$ cat src/rtl/pulse_timer_if.sv
// rtl/pulse_timer_if.sv - handshake and pulse signals between scaler stage and pulse_timer
interface pulse_timer_if;
   logic        rdy_in;
   logic [31:0] time_in;
   logic        akn_out;
   logic        pulse_out;
   logic        period_start;

   modport master (
      output rdy_in,
      output time_in,
      input  akn_out,
      input  pulse_out,
      input  period_start
   );

   modport slave (
      input  rdy_in,
      input  time_in,
      output akn_out,
      output pulse_out,
      output period_start
   );
endinterface

$ cat src/rtl/pulse_timer.sv
// rtl/pulse_timer.sv - repeating frame pulse whose width is loaded via a four-phase rdy/akn handshake
// New widths are held in a pending slot and only promoted at a frame boundary.
module pulse_timer #(
   parameter logic [31:0] PERIOD = 32'd1_000_000
) (
   input  logic         clk,
   input  logic         reset,
   pulse_timer_if.slave bus
);

   typedef enum logic {
      ST_IDLE,
      ST_ACK
   } state_t;

   state_t      r_state;
   logic        r_akn;
   logic        r_pulse;
   logic        r_period_start;
   logic        r_running;
   logic        r_pend_valid;
   logic [31:0] r_cnt;
   logic [31:0] r_pending;
   logic [31:0] r_active;

   logic        w_wrap;
   logic        w_capture;
   logic [31:0] w_clamped;
   logic [31:0] w_cnt_next;
   logic [31:0] w_active_next;

   assign w_wrap        = (r_cnt == PERIOD - 32'd1);
   assign w_capture     = (r_state == ST_IDLE) && bus.rdy_in;
   assign w_clamped     = (bus.time_in > PERIOD) ? PERIOD : bus.time_in;
   assign w_cnt_next    = w_wrap ? 32'd0 : r_cnt + 32'd1;
   assign w_active_next = (w_wrap && r_pend_valid) ? r_pending : r_active;

   // Outputs are registered from next-state values so they line up with r_cnt.
   always_ff @(posedge clk) begin
      if (reset) begin
         r_state        <= ST_IDLE;
         r_akn          <= 1'b0;
         r_pulse        <= 1'b0;
         r_period_start <= 1'b0;
         r_running      <= 1'b0;
         r_pend_valid   <= 1'b0;
         r_cnt          <= 32'd0;
         r_pending      <= 32'd0;
         r_active       <= 32'd0;
      end else begin
         unique case (r_state)
            ST_IDLE: begin
               if (bus.rdy_in) begin
                  r_pending <= w_clamped;
                  r_akn     <= 1'b1;
                  r_state   <= ST_ACK;
               end
            end
            ST_ACK: begin
               if (!bus.rdy_in) begin
                  r_akn   <= 1'b0;
                  r_state <= ST_IDLE;
               end
            end
         endcase

         // The first edge after reset opens frame 0 with cnt still at 0.
         if (!r_running) begin
            r_running      <= 1'b1;
            r_period_start <= 1'b1;
            r_pulse        <= (32'd0 < r_active);
         end else begin
            r_cnt          <= w_cnt_next;
            r_period_start <= w_wrap;
            r_pulse        <= (w_cnt_next < w_active_next);
            if (w_wrap) begin
               r_active     <= w_active_next;
               r_pend_valid <= 1'b0;
            end
         end

         // A capture on the wrap edge overrides the clear so it lands next frame.
         if (w_capture) begin
            r_pend_valid <= 1'b1;
         end
      end
   end

   assign bus.akn_out      = r_akn;
   assign bus.pulse_out    = r_pulse;
   assign bus.period_start = r_period_start;

endmodule

$ cat src/flat_wrapper.sv
// flat-port wrapper written by rule: the top's interface ports become plain ports
module pulse_timer_flat 
#(
   parameter logic [31:0] PERIOD = 32'd1_000_000
)
  (clk, reset, bus_rdy_in, bus_time_in, bus_akn_out, bus_pulse_out, bus_period_start);
  pulse_timer_if bus_i ();
  input  logic clk;
  input  logic reset;
  input wire logic [$bits(bus_i.rdy_in)-1:0] bus_rdy_in;
  input wire logic [$bits(bus_i.time_in)-1:0] bus_time_in;
  output wire logic [$bits(bus_i.akn_out)-1:0] bus_akn_out;
  output wire logic [$bits(bus_i.pulse_out)-1:0] bus_pulse_out;
  output wire logic [$bits(bus_i.period_start)-1:0] bus_period_start;
  assign bus_i.rdy_in = bus_rdy_in;
  assign bus_i.time_in = bus_time_in;
  assign bus_akn_out = bus_i.akn_out;
  assign bus_pulse_out = bus_i.pulse_out;
  assign bus_period_start = bus_i.period_start;
  pulse_timer #(.PERIOD(PERIOD)) u_core (.clk(clk), .reset(reset), .bus(bus_i));
endmodule
$ cat config.mk
export PLATFORM = sky130hd
export DESIGN_NAME = pulse_timer_flat
export DESIGN_NICKNAME = d
export VERILOG_FILES = /design/src/rtl/pulse_timer_if.sv /design/src/rtl/pulse_timer.sv /design/src/flat_wrapper.sv
export SDC_FILE = /design/constraint.sdc
export NUM_CORES = 1
export LEC_CHECK = 0
export CAP_MARGIN = 20
export CORE_ASPECT_RATIO = 0.5
export CORE_MARGIN = 2
export CORE_UTILIZATION = 35
export CTS_CLUSTER_DIAMETER = 30
export DETAILED_ROUTE_END_ITERATION = 16
export PLACE_DENSITY_LB_ADDON = 0.05
export REMOVE_ABC_BUFFERS = 1
export SETUP_SLACK_MARGIN = 0.15
export SYNTH_ARGS = -nofsm -noshare
export SYNTH_HDL_FRONTEND = slang
export SYNTH_SLANG_ARGS = --single-unit
$ cat constraint.sdc
create_clock -name clk -period 4.8 [get_ports clk]
set_input_delay 0.72 -clock clk [delete_from_list [all_inputs] [get_ports clk]]
set_output_delay 0.72 -clock clk [all_outputs]
set_load 0.02 [all_outputs]
Word-level counts from Yosys, hierarchy flattened
Index checks and enable logic that the tools add are counted.
{ "classes": {"n_addsub": 1, "n_mul": 0, "div_mod_pow": 0, "n_lt_le_gt_ge": 3, "eq_ne": 3, "n_shift": 0, "muxes": 13, "bitwise_logic": 1, "reduce_logical": 8} }
{ "ops": {"columns": ["cell", "count"], "rows": [
  ["32-bit 2-to-1 mux", 3],
  ["32-bit by 1-bit adder with 32-bit output, second input constant", 1],
  ["32-bit by 20-bit == test with 1-bit output, second input constant", 1],
  ["32-bit by 20-bit greater-than comparator with 1-bit output, second input constant", 1],
  ["1-bit by 32-bit < comparator with 1-bit output, first input constant", 1],
  ["32-bit < comparator", 1],
  ["1-bit 2-to-1 mux", 9],
  ["2-bit AND reduction", 4],
  ["2-bit != test, second input constant", 2],
  ["2-bit nonzero test", 2],
  ["1-bit logical AND", 2],
  ["1-bit one-hot mux with 2 select lines", 1],
  ["1-bit inverter", 1]
]} }
{ "totals": {"reg_bits": 102, "latchBits": 0, "ram_bits": 0, "rom_bits": 0, "inputBits": 35, "out_inout_bits": 3, "elab_cells": 38, "mem_count": 0} }

Depth between registers and ports, before layout
{ "depth": {"depth_word": 5, "depth_mapped": 15, "ltp_nobuf": 14} }

Worst setup path after synthesis
OpenSTA, ideal clock, no wires.
{ "synth_path": {"kind": "register -> register", "start": "reg u_core.r_cnt[28]", "end": "reg u_core.r_pulse (netlist: u_core.bus.pulse_out)", "setup_ns": 0.058, "t_arrival_ns": 3.686, "required_ns": 4.742, "path_slack_ns": 1.056, "stages_incl_launch_ff": 16, "n_path_buf": 3, "period_less_slack_ns": 3.744, "path_cell_list": "dfxtp_1 -> clkbuf_1 -> nor4_1 -> nand4_1 -> nor4_1 -> buf_2 -> nand2_1 -> buf_4 -> mux2i_1 -> ha_1 -> a21o_1 -> a21oi_1 -> a21oi_1 -> or4b_2 -> nor4_1 -> a211o_1"} }
{ "synth_via": {"elab_chain_len": 5, "elab_cells_between_ends": 7, "classes_between": "add/sub: 1; order compare: 1; eq/ne: 1; mux: 3; reduce/logical: 1"} }
{ "synth_rtl": {"columns": ["item", "line_no", "source"], "rows": [
  ["start: declaration", "pulse_timer.sv:22", "logic [31:0] r_cnt;"],
  ["start signal: assignment", "pulse_timer.sv:73", "r_cnt <= w_cnt_next;"],
  ["branches (longest 3 deep; another with 32-bit by 1-bit adder with 32-bit output)", null, null],
  ["32-bit < comparator *", "pulse_timer.sv:75", "r_pulse <= (w_cnt_next < w_active_next);"],
  ["1-bit 2-to-1 mux *", "pulse_timer.sv:68", "if (!r_running) begin"],
  ["end signal: assignment", "pulse_timer.sv:71", "r_pulse <= (32'd0 < r_active);"],
  ["end signal: assignment", "pulse_timer.sv:75", null],
  ["end: declaration", "pulse_timer.sv:18", "logic r_pulse;"]
]} }
Mark *: on every way between the ends.
A chain may end at the register's enable or synchronous reset.

Worst setup path after layout
{ "layout_path": {"start": "reg u_core.r_cnt[6]", "end": "reg u_core.r_pulse (netlist: u_core.bus.pulse_out)"} }
The elaborated chain is that of the path after synthesis.

==> metrics.md <==
| Metric | Value |
|---|---|
| CTS H-Tree Depth | `3` |
| Clock Skew | `0.0129 ns` |
| Avg Inst Size Synth | `8.48 sq um` |
| Total routed wirelength | `15200 um` |
| Initial core utilization | `36.2%` |
| Total number of vias | `4752` |
| Setup Viol. Count Final | `0` |
| Detail Placement HPWL | `11300 um` |
| Number of antenna diodes | `0` |
| CTS tree | `yes` |
| Global-route wire length before repair | `24800 um` |
| Gp weighted congestion | `0.767` |
| # hold bufs at CTS | `0` |
| Relative slew margins | `52.4%` |
| Worst path cell trace | `nor4_1 > nand4_1 > nor4_2 > nand2_2 > buf_4 > mux2i_1 > ha_1 > a21o_1 > a21oi_1 > a21oi_1 > or4b_2 > nor4_1 > a211o_1` |
| Warnings, synthesis | `0` |
| Post-synthesis instance area | `0.00566 sq mm` |
| Final cycle utilization of the critical path | `82.9%` |
| Total power | `1.67 mW` |
| Overall die height | `93.9 um` |
| Overall die area | `0.0173 sq mm` |
| Post-CTS sizing | `0` |
| Global routing usage summed across all routing layers | `18.8%` |
| Flop and latch count out of synthesis | `102` |
| Longest Clk Path Bufs | `2` |
| Worst ir drop on vdd | `0.154 mV` |
| Number of rows in the core area | `32` |
| NumNets Final | `758` |
| Clock input transition at the sequential cells of the worst setup and hold paths | `0.07 ns` |
| Type of element capturing the critical path | `register` |
| Power density cells | `259 mW/mm^2` |
| Layout cell share with drive strength beyond 1 | `7.64%` |
| Max Freq | `251 MHz` |
| Critical-path maximum fanout | `31` |
| Kind of start point of the critical path | `register` |
| Maximum number of pins on one net before global-route repair | `39` |
| Worst hold path class | `register to register` |
| Critical-path cell with the highest stage delay | `or4b_2` |
| Number of detailed-route iterations in the first pass | `4` |
| Primary flip-flop cell chosen by synthesis mapping | `dfxtp_1` |
| Wire length per cell after detailed routing | `17.0 um` |
| Clock latency reported for the late side of the worst-skew pair | `0.36 ns` |
| I/O Pins | `38` |
| Result of the run | `finished clean` |
| Core ar. | `0.0156 sq mm` |
| Count of distinct cell types in the synthesized netlist | `59` |
| Final number of hold-violating endpoints | `0` |
| Number of nets with antenna violations after detailed routing | `0` |
| Area overhead of the layout relative to synthesis | `13.5%` |
| Final Instance Count excl. Fillers | `898` |
| TritonCTS Buffers | `9` |
| Required time at the worst-slack endpoint | `5.10 ns` |
| Clock tree root buffer cell | `clkbuf_16` |
| Number of antenna violations at the first check in global routing | `0` |
| Via count normalized by instance count | `5.29` |
| Via count of the first global-routing pass | `4399` |
| Async set-reset flop share out of synthesis | `0%` |
| Total leakage power | `2.60 nW` |
| RSZ-0062 raised after global routing | `false` |
| Max-slew violations | `0` |
| CTS sink cnt | `102` |
| Synthesized instance count | `667` |
| Post-route DRC violation count | `0` |
| Part of the Yosys area used for sequential elements | `36.1%` |
| Post-layout min period | `3.98 ns` |
| Max incr delay on CP | `0.68 ns` |
| Measured slew at the worst slew-check pin | `0.711 ns` |
| Setup Fix Bufs, Post-CTS | `0` |
| Placed instance count | `883` |
| Critical path class | `register to register` |
| DIE WIDTH | `184 um` |
| Signal arrival time at the worst endpoint | `4.28 ns` |
| Count of input and output buffers | `37` |
| # Max-Cap Violations | `0` |
| Post-synth EDFFs | `0` |
| 1st-iter DRT viols | `314` |
| Global-route congestion overflow total | `0` |
[synth_stat cells (2+ instances only)]
cell      number  area [sq um]
ha_1          33           413
nor3_4         2          32.5
inv_1          9          33.8
nand4_1       16           100
nor3_1        15          75.1
or4_1          3          22.5
nor2b_1        5          31.3
xnor2_1       18           158
buf_2         14          70.1
or2_2          2          12.5
a211oi_1       4          30.0
nand2_1       96           360
a211o_1        3          26.3
and2_2         2          15.0
and3_1         5          31.3
clkbuf_8       5          68.8
nand3b_1       7          52.6
nand4_2        2          25.0
nor2_1        45           169
and4_1         2          17.5
nor4_1        21           131
dfxtp_1      102          2040
clkbuf_1      14          52.6
mux2i_1       33           330
xor2_1        18           158
buf_4          3          22.5
a22o_1        12           105
a41oi_1        2          17.5
o21ai_0       26           130
buf_6          2          22.5
a21o_1         4          30.0
o221a_2        4          45.0
a21oi_1       71           355
nand3_1       17          85.1
and2_1        14          87.6
or3_1         13          81.3
[worst max-delay path: cells and delay by family (launching register included)]
family | cells | cell delay (ns)
simple gates | 6 | 2.08
flops | 1 | 0.39
compound gates | 4 | 0.63
buf+inv | 1 | 0.30
fa+ha+maj | 1 | 0.33
mux | 1 | 0.18
[worst paths after layout]
check | start | end | slack, ns | cells after the start
max | u_core.r_cnt[6] | u_core.bus.pulse_out | 0.82 | 13
min | u_core.r_active[1] | u_core.r_active[1] | 0.47 | 2
max reg2reg | u_core.r_cnt[6] | u_core.bus.pulse_out | 0.82 | 13
min reg2reg | u_core.r_active[1] | u_core.r_active[1] | 0.47 | 2
[power breakdown]
part / internal [mW] / switching (mW)
logic: 0.0446 / 0.0529
clock network: 0.377 / 0.328
registers: 0.855 / 0.00822
[cells by family after synthesis]
logic type	count (synthesis)	synth area share, %
xor+xnor	36	5.57
fa+ha+maj	33	7.30
buf+inv	49	5.00
simple gates	279	25.8
mux	33	5.84
flops	102	36.1
compound gates	135	14.4
[per-stage QoR]
stage | hold slack [ns] | TNS, ns | util (%) | worst slack (ns) | area [sq um]
4_1_cts | 0.471 | 0 | 41.1 | 0.778 | 6420
5_1_grt | 0.490 | 0 | 41.1 | 0.465 | 6420
6_report | 0.470 | 0 | 41.1 | 0.818 | 6420
3_5_place_dp | 0.457 | 0 | 39.4 | 0.792 | 6150
3_3_place_gp | 0.455 | 0 | 39.4 | 0.873 | 6150
2_1_floorplan | 0.438 | -0.283 | - | -0.283 | 5410
[metal layers]
metal / vias up / track usage (%) / routed length, um / part of all wire, %
met5: - / 0 / 0 / 0
met4: 0 / 4.07 / 148 / 0.97
met3: 11 / 4.03 / 625 / 4.1
met2: 82 / 26.0 / 5950 / 39
met1: 2222 / 29.1 / 8520 / 56
li1: 2437 / - / - / -
[area by class of cell]
| type | instances | area, sq um |
|---|---|---|
| inverter | 10 | 37.5 |
| tap | 204 | 255 |
| fill | 1601 | 9190 |
| clock buffer | 12 | 256 |
| timing repair buffer | 51 | 470 |
| sequential | 102 | 2040 |
| multi-input combinational | 516 | 3340 |
| clock inverter | 3 | 20.0 |
[sequential cells by signal, indices dropped and copies added, names as in the netlist]
signal	count
u_core.bus.period_start	1
u_core.r_pending	32
u_core.r_cnt	32
u_core.r_active	32
u_core.r_running	1
u_core.r_state	1
u_core.r_pend_valid	1
u_core.bus.pulse_out	1
u_core.bus.akn_out	1
[placed cells by master (no fill, tap or decap), drive strengths merged, types with 3 or more instances in the layout]
master,netlist,layout
nand2,96,96
a21o,4,4
nor2b,5,5
and2,16,16
a22o,12,12
nor2,46,46
nand4,19,19
a211oi,4,4
dfxtp,102,102
clkbuf,19,12
nand3b,7,7
xnor2,18,18
ha,33,33
a211o,3,3
nor3,18,18
inv,9,9
buf,19,15
clkdlybuf4s50,0,36
o221a,4,4
or4,4,4
a21oi,71,71
mux2i,33,33
o21ai,26,26
nand3,18,18
and3,6,6
nor4,22,22
or3,14,14
xor2,18,18
Note: power is estimated with default switching activity, not from simulation.
